<file path="config.mk">
export PLATFORM = sky130hd
export DESIGN_NAME = regfile_debug_port
export DESIGN_NICKNAME = d
export VERILOG_FILES = /design/src/rtl/regfile_debug_port.sv
export SDC_FILE = /design/constraint.sdc
export NUM_CORES = 1
export LEC_CHECK = 0
export BUFFER_PORTS_ARGS = -buffer_cell sky130_fd_sc_hd__buf_2
export CAP_MARGIN = 15
export CORE_MARGIN = 8
export CORE_UTILIZATION = 56
export CTS_CLUSTER_DIAMETER = 120
export DETAILED_ROUTE_END_ITERATION = 16
export GPL_ROUTABILITY_DRIVEN = 0
export PLACE_DENSITY = 0.78
export SLEW_MARGIN = 20
export SYNTH_ARGS = -nofsm -noshare
export SYNTH_HDL_FRONTEND = slang
export SYNTH_SLANG_ARGS = --single-unit
</file>
<file path="constraint.sdc">
create_clock -name CLK -period 2.45 [get_ports CLK]
set_input_delay 0.1225 -clock CLK [delete_from_list [all_inputs] [get_ports CLK]]
set_output_delay 0.1225 -clock CLK [all_outputs]
set_load 0.02 [all_outputs]
</file>
<file path="src/rtl/regfile_debug_port.sv">
// regfile_debug_port
//   8x16 register file for the pipelined processor, with a debug responder
//   that reads and writes registers over a four-phase req/ack handshake.
//   Register $0 is hard-wired to zero.
// Ports
//   CLK, RST                 clock (rising edge), async active-low reset
//   rd_addr_a/b, rd_data_a/b pipeline read ports, bypassed from writeback
//   wb_en, wb_addr, wb_data  pipeline writeback (wins over debug writes)
//   inr, out_value           observation read, never bypassed
//   dbg_req/we/addr/wdata    debug request, fields latched when req is taken
//   dbg_ack, dbg_rdata       registered acknowledge and read data
//   dbg_busy                 debug FSM not idle
//   dbg_stalls               saturating count of debug-write stall cycles
module regfile_debug_port #(
  parameter int unsigned RegAddrBits = 3,
  parameter int unsigned DataWidth   = 16,
  parameter int unsigned TotalReg    = 2 ** RegAddrBits
) (
  input  logic                   CLK,
  input  logic                   RST,
  input  logic [RegAddrBits-1:0] rd_addr_a,
  output logic [DataWidth-1:0]   rd_data_a,
  input  logic [RegAddrBits-1:0] rd_addr_b,
  output logic [DataWidth-1:0]   rd_data_b,
  input  logic                   wb_en,
  input  logic [RegAddrBits-1:0] wb_addr,
  input  logic [DataWidth-1:0]   wb_data,
  input  logic [RegAddrBits-1:0] inr,
  output logic [DataWidth-1:0]   out_value,
  input  logic                   dbg_req,
  input  logic                   dbg_we,
  input  logic [RegAddrBits-1:0] dbg_addr,
  input  logic [DataWidth-1:0]   dbg_wdata,
  output logic                   dbg_ack,
  output logic [DataWidth-1:0]   dbg_rdata,
  output logic                   dbg_busy,
  output logic [7:0]             dbg_stalls
);

  typedef enum logic [1:0] {StIdle, StAccess, StAck, StRelease} state_e;

  state_e                 state_q, state_d;
  logic [DataWidth-1:0]   regs_q [TotalReg];
  logic [DataWidth-1:0]   regs_d [TotalReg];
  logic                   we_q, we_d;
  logic [RegAddrBits-1:0] addr_q, addr_d;
  logic [DataWidth-1:0]   wdata_q, wdata_d;
  logic                   ack_q, ack_d;
  logic [DataWidth-1:0]   rdata_q, rdata_d;
  logic [7:0]             stalls_q, stalls_d;
  logic [DataWidth-1:0]   acc_rd;

  // $0 is never written, so regs_q[0] stays zero and needs no read guard.
  assign rd_data_a = (wb_en && (wb_addr == rd_addr_a) && (rd_addr_a != '0)) ? wb_data
                                                                             : regs_q[rd_addr_a];
  assign rd_data_b = (wb_en && (wb_addr == rd_addr_b) && (rd_addr_b != '0)) ? wb_data
                                                                             : regs_q[rd_addr_b];
  assign out_value = regs_q[inr];
  assign acc_rd    = (wb_en && (wb_addr == addr_q) && (addr_q != '0)) ? wb_data : regs_q[addr_q];

  assign dbg_ack    = ack_q;
  assign dbg_rdata  = rdata_q;
  assign dbg_busy   = (state_q != StIdle);
  assign dbg_stalls = stalls_q;

  always_comb begin
    state_d  = state_q;
    regs_d   = regs_q;
    we_d     = we_q;
    addr_d   = addr_q;
    wdata_d  = wdata_q;
    ack_d    = ack_q;
    rdata_d  = rdata_q;
    stalls_d = stalls_q;

    if (wb_en && (wb_addr != '0)) begin
      regs_d[wb_addr] = wb_data;
    end

    unique case (state_q)
      StIdle: begin
        if (dbg_req) begin
          we_d    = dbg_we;
          addr_d  = dbg_addr;
          wdata_d = dbg_wdata;
          state_d = StAccess;
        end
      end
      StAccess: begin
        if (!we_q) begin
          rdata_d = acc_rd;
          state_d = StAck;
        end else if (wb_en) begin
          // Writeback owns the write port this cycle; debug write waits.
          if (stalls_q != 8'hFF) begin
            stalls_d = stalls_q + 8'd1;
          end
        end else begin
          if (addr_q != '0) begin
            regs_d[addr_q] = wdata_q;
          end
          state_d = StAck;
        end
      end
      StAck: begin
        ack_d   = 1'b1;
        state_d = StRelease;
      end
      StRelease: begin
        if (!dbg_req) begin
          ack_d   = 1'b0;
          state_d = StIdle;
        end
      end
      default: state_d = StIdle;
    endcase
  end

  always_ff @(posedge CLK or negedge RST) begin
    if (!RST) begin
      state_q  <= StIdle;
      we_q     <= 1'b0;
      addr_q   <= '0;
      wdata_q  <= '0;
      ack_q    <= 1'b0;
      rdata_q  <= '0;
      stalls_q <= '0;
      for (int i = 0; i < int'(TotalReg); i++) begin
        regs_q[i] <= '0;
      end
    end else begin
      state_q  <= state_d;
      we_q     <= we_d;
      addr_q   <= addr_d;
      wdata_q  <= wdata_d;
      ack_q    <= ack_d;
      rdata_q  <= rdata_d;
      stalls_q <= stalls_d;
      regs_q   <= regs_d;
    end
  end

endmodule

</file>
==> impl_metrics.csv <==
group,metric,value,unit
sta,rsz0062_at_grt,"no",
critical_path,crit_chain,"mux4_2 > mux2_2 > mux2_2 > buf_2",
critical_path,cpLargestDelayFamily,"multiplexers",
critical_path,crit_path_max_fanout,5,
floorplanning,die-area,26700,um^2
grt,grt_usage,26.5,%
detailed_routing,num_vias,9101,
power_and_ir_drop,power_density,1180,nW/um^2
detailed_routing,vias_per_cell,6.61,
grt,antenna_found_initial,0,
floorplanning,start_util,56.4,%
floorplanning,die_y,163,um
sta,fin_skew,0.0131,ns
critical_path,cpPeakStageDelay,0.50,ns
run_status,status,"complete, no violations",
cells_and_area,final_area,13800,um^2
cells_and_area,syn_to_final_growth,13.6,%
detailed_routing,avgRoutedWirePerCell,24.9,um
cts,cts_tree,"done",
critical_path,cp.arrival,2.08,ns
sta,layout_setup_ws,0.249,ns
detailed_routing,routed_wl,34.3,mm
floorplanning,core_area,21600,um^2
sta,slew_violations,0,
sta,tightest_slew,0.576,ns
detailed_routing,route.met3.wl,3.21,mm
detailed_routing,ant_nets,0,
detailed_routing,dr_wl_met2,16.6,mm
sta,holdWs,0.0939,ns
sta,hold_violations,0,
power_and_ir_drop,vdd_drop_max,0.687,mV
sta,finalSetupTns,0,ns
cts,clock_path_buffers,2,
cells_and_area,antenna_cells,0,
yosys,ys_types,38,
cts,numCtsBuffers,17,
yosys,ys_seq_area_share,36.0,%
yosys,synth.avg_cell_area,12.1,um^2
sta,fin_crit_sh,89.8,%
placed_design,port_buffers,125,
sta,setup_viol,0,
run,maxCapViolCount,0,
yosys,netlist_area,12200,um^2
grt,grt_max_degree,59,
yosys,synth.net_count,1059,
critical_path,required,2.33,ns
yosys,synth_warnings,0,
cts,clk_latency,0.43,ns
critical_path,r2r_slack,0.57,ns
power_and_ir_drop,power_leakage,0.00608,uW
yosys,synth_cells,1001,
cts,cts.sinks,175,
placed_design,post-place-ws,0.500,ns
grt,grt_pass1_vias,9433,
cts,ctsHtreeMaxLevel,4,
hold_path,hold_path.class,"in2reg",
floorplanning,ios,126,
grt,grt_pass1_wl,54.6,mm
cts,path_clk_slew,0.06,ns
detailed_routing,wl_met1,13.2,mm
critical_path,cp_common_cell,"mux2_2",
critical_path,crit_path_end_kind,"output port",
sta,slew-limit-headroom,61.6,%
cts,cts-root-buf,"clkbuf_16",
cells_and_area,fin_nets,1142,
critical_path,worstSetupStartpointType,"flip-flop",
critical_path,path_class,"reg2out",
sta,max_freq,454,MHz
floorplanning,std_cell_rows,54,
detailed_routing,first_iter_violations,814,
placed_design,dp_hpwl,23.3,mm
cells_and_area,layout-drive-gt1-share,40.7,%
cts,cts_resized,0,
grt,globalRouteOverflowTotal,0,
detailed_routing,dr.pass1.iters,5,
critical_path,crit_slowest_cell,"mux4_2",
floorplanning,die_x,163,um
sta,period_needed,2.20,ns
yosys,synth_seq_cells,175,
placed_design,placed_area,13000,um^2
cells_and_area,fin_cells,1377,
placed_design,dp.cells,1323,
detailed_routing,remaining_drc_errors,0,
critical_path,crit_buf_inv,1,
cells_and_area,fill_cells,1611,
detailed_routing,routed.top_layer,"met4",
-- synthesized netlist by cell type --
library cell	instances	share of area, %
dfrtp_1	175	36
mux2i_1	160	13
mux4_2	128	24
mux2_2	102	9.5
clkbuf_1	88	2.7
nand2_1	71	2.2
o21ai_0	68	2.8
nor2_1	52	1.6
a21oi_1	51	2.1
buf_2	25	1.0
buf_4	13	0.80
xor2_1	9	0.65
inv_1	8	0.25
nand3_1	7	0.29
ha_1	6	0.62
buf_1	4	0.12
nor3_1	4	0.16
nand4_1	3	0.15
xnor2_1	3	0.22
and3_1	2	0.10
nand2b_1	2	0.10
nand3b_1	2	0.12
nor3b_1	2	0.12
nor4_4	2	0.35
a211oi_4	1	0.16
a311oi_1	1	0.072
a31o_2	1	0.072
and4_1	1	0.072
and4bb_2	1	0.10
buf_6	1	0.093
nand4b_1	1	0.072
nor3_2	1	0.082
nor4b_1	1	0.072
o211ai_1	1	0.062
o31ai_1	1	0.062
o32ai_1	1	0.072
or2_2	1	0.052
or3_1	1	0.052
-- worst register-to-register path: stages (launching register included) --
cell	delay [ns]
dfrtp_1	0.41
inv_1	0.11
ha_1	0.23
nand4b_1	0.12
buf_4	0.18
nor3_2	0.18
buf_4	0.31
nand2_1	0.10
o21ai_0	0.12
-- report_power, final --
part / internal [uW] / total (uW) / switching (uW)
Combinational: 4150 / 7550 / 3400
Clock: 1460 / 2660 / 1190
Sequential: 4190 / 6100 / 1920
Total: 9800 / 16300 / 6510
-- sequential cells by signal, indices dropped and copies added (netlist names) --
signal	cells
state_q	2
dbg_stalls	8
dbg_ack	1
addr_q	3
wdata_q	16
dbg_rdata	16
we_q	1
regs_q	128
-- through the flow --
stage	power, uW	util [%]
after floorplan	11300	-
after global placement	13200	60.4
after detailed placement	13600	60.4
after CTS	16300	64.1
after global routing	17200	64.1
final	16300	64.1
-- repair_timing --
| item | CTS | global route |
|---|---|---|
| hold buffers | 22 | 0 |
| setup buffers | 0 | 0 |
| hold endpoints to repair | 67 | 0 |
-- path summary, 6_finish.rpt --
path,from,endpoint,cells past startpoint
max in group asynchronous,RST,regs_q[44],3
worst min-delay path,wb_data[7],regs_q[23],3
worst min register to register,regs_q[114],regs_q[114],0
min in group asynchronous,RST,dbg_stalls[0],2
worst max register to register,state_q[1],regs_q[108],8
worst max-delay path,regs_q[79],rd_data_a[15],4
-- area by class of cell --
| type | instances | area [um^2] | area share [%] |
|---|---|---|---|
| multi-input combinational | 687 | 7190 | 52.1 |
| sequential | 175 | 4380 | 31.7 |
| clock inverter | 11 | 110 | 0.797 |
| clock buffer | 21 | 460 | 3.33 |
| timing repair buffer | 195 | 1290 | 9.32 |
| inverter | 8 | 30.0 | 0.217 |
| tap | 280 | 350 | 2.54 |
-- placed cells by master, fill, tap and decap left out, types with 2 or more instances in the layout --
cell	n
a21oi_1	51
and3_1	2
buf_12	6
buf_2	124
buf_4	42
clkbuf_1	2
clkbuf_16	17
clkbuf_8	2
clkinv_4	5
clkinvlp_4	3
dfrtp_1	174
dlygate4sd3_1	22
ha_1	6
inv_1	8
mux2_2	102
mux2i_1	160
mux4_2	128
nand2_1	71
nand2b_1	2
nand3_1	7
nand3b_1	2
nand4_1	3
nor2_1	50
nor2_2	2
nor3_1	3
nor4_4	2
o21ai_0	68
xnor2_1	3
xor2_1	9
-- per-layer routing --
layer  vias up  track usage, %
met2       521            42.6
met1      4583            33.7
li1       3908               -
met3        89            6.20
met5         -               0
met4         0            12.2
-- logic make-up after synthesis --
| kind of cell | after synthesis | share of synthesized area (%) |
|---|---|---|
| compound gates | 125 | 5.41 |
| simple gates | 154 | 5.71 |
| buf+inv | 139 | 5.01 |
| xor+xnor | 12 | 0.865 |
| flops | 175 | 36.0 |
| fa+ha+maj | 6 | 0.618 |
| mux | 390 | 46.4 |
No activity file was read; power rests on OpenSTA's default activity.
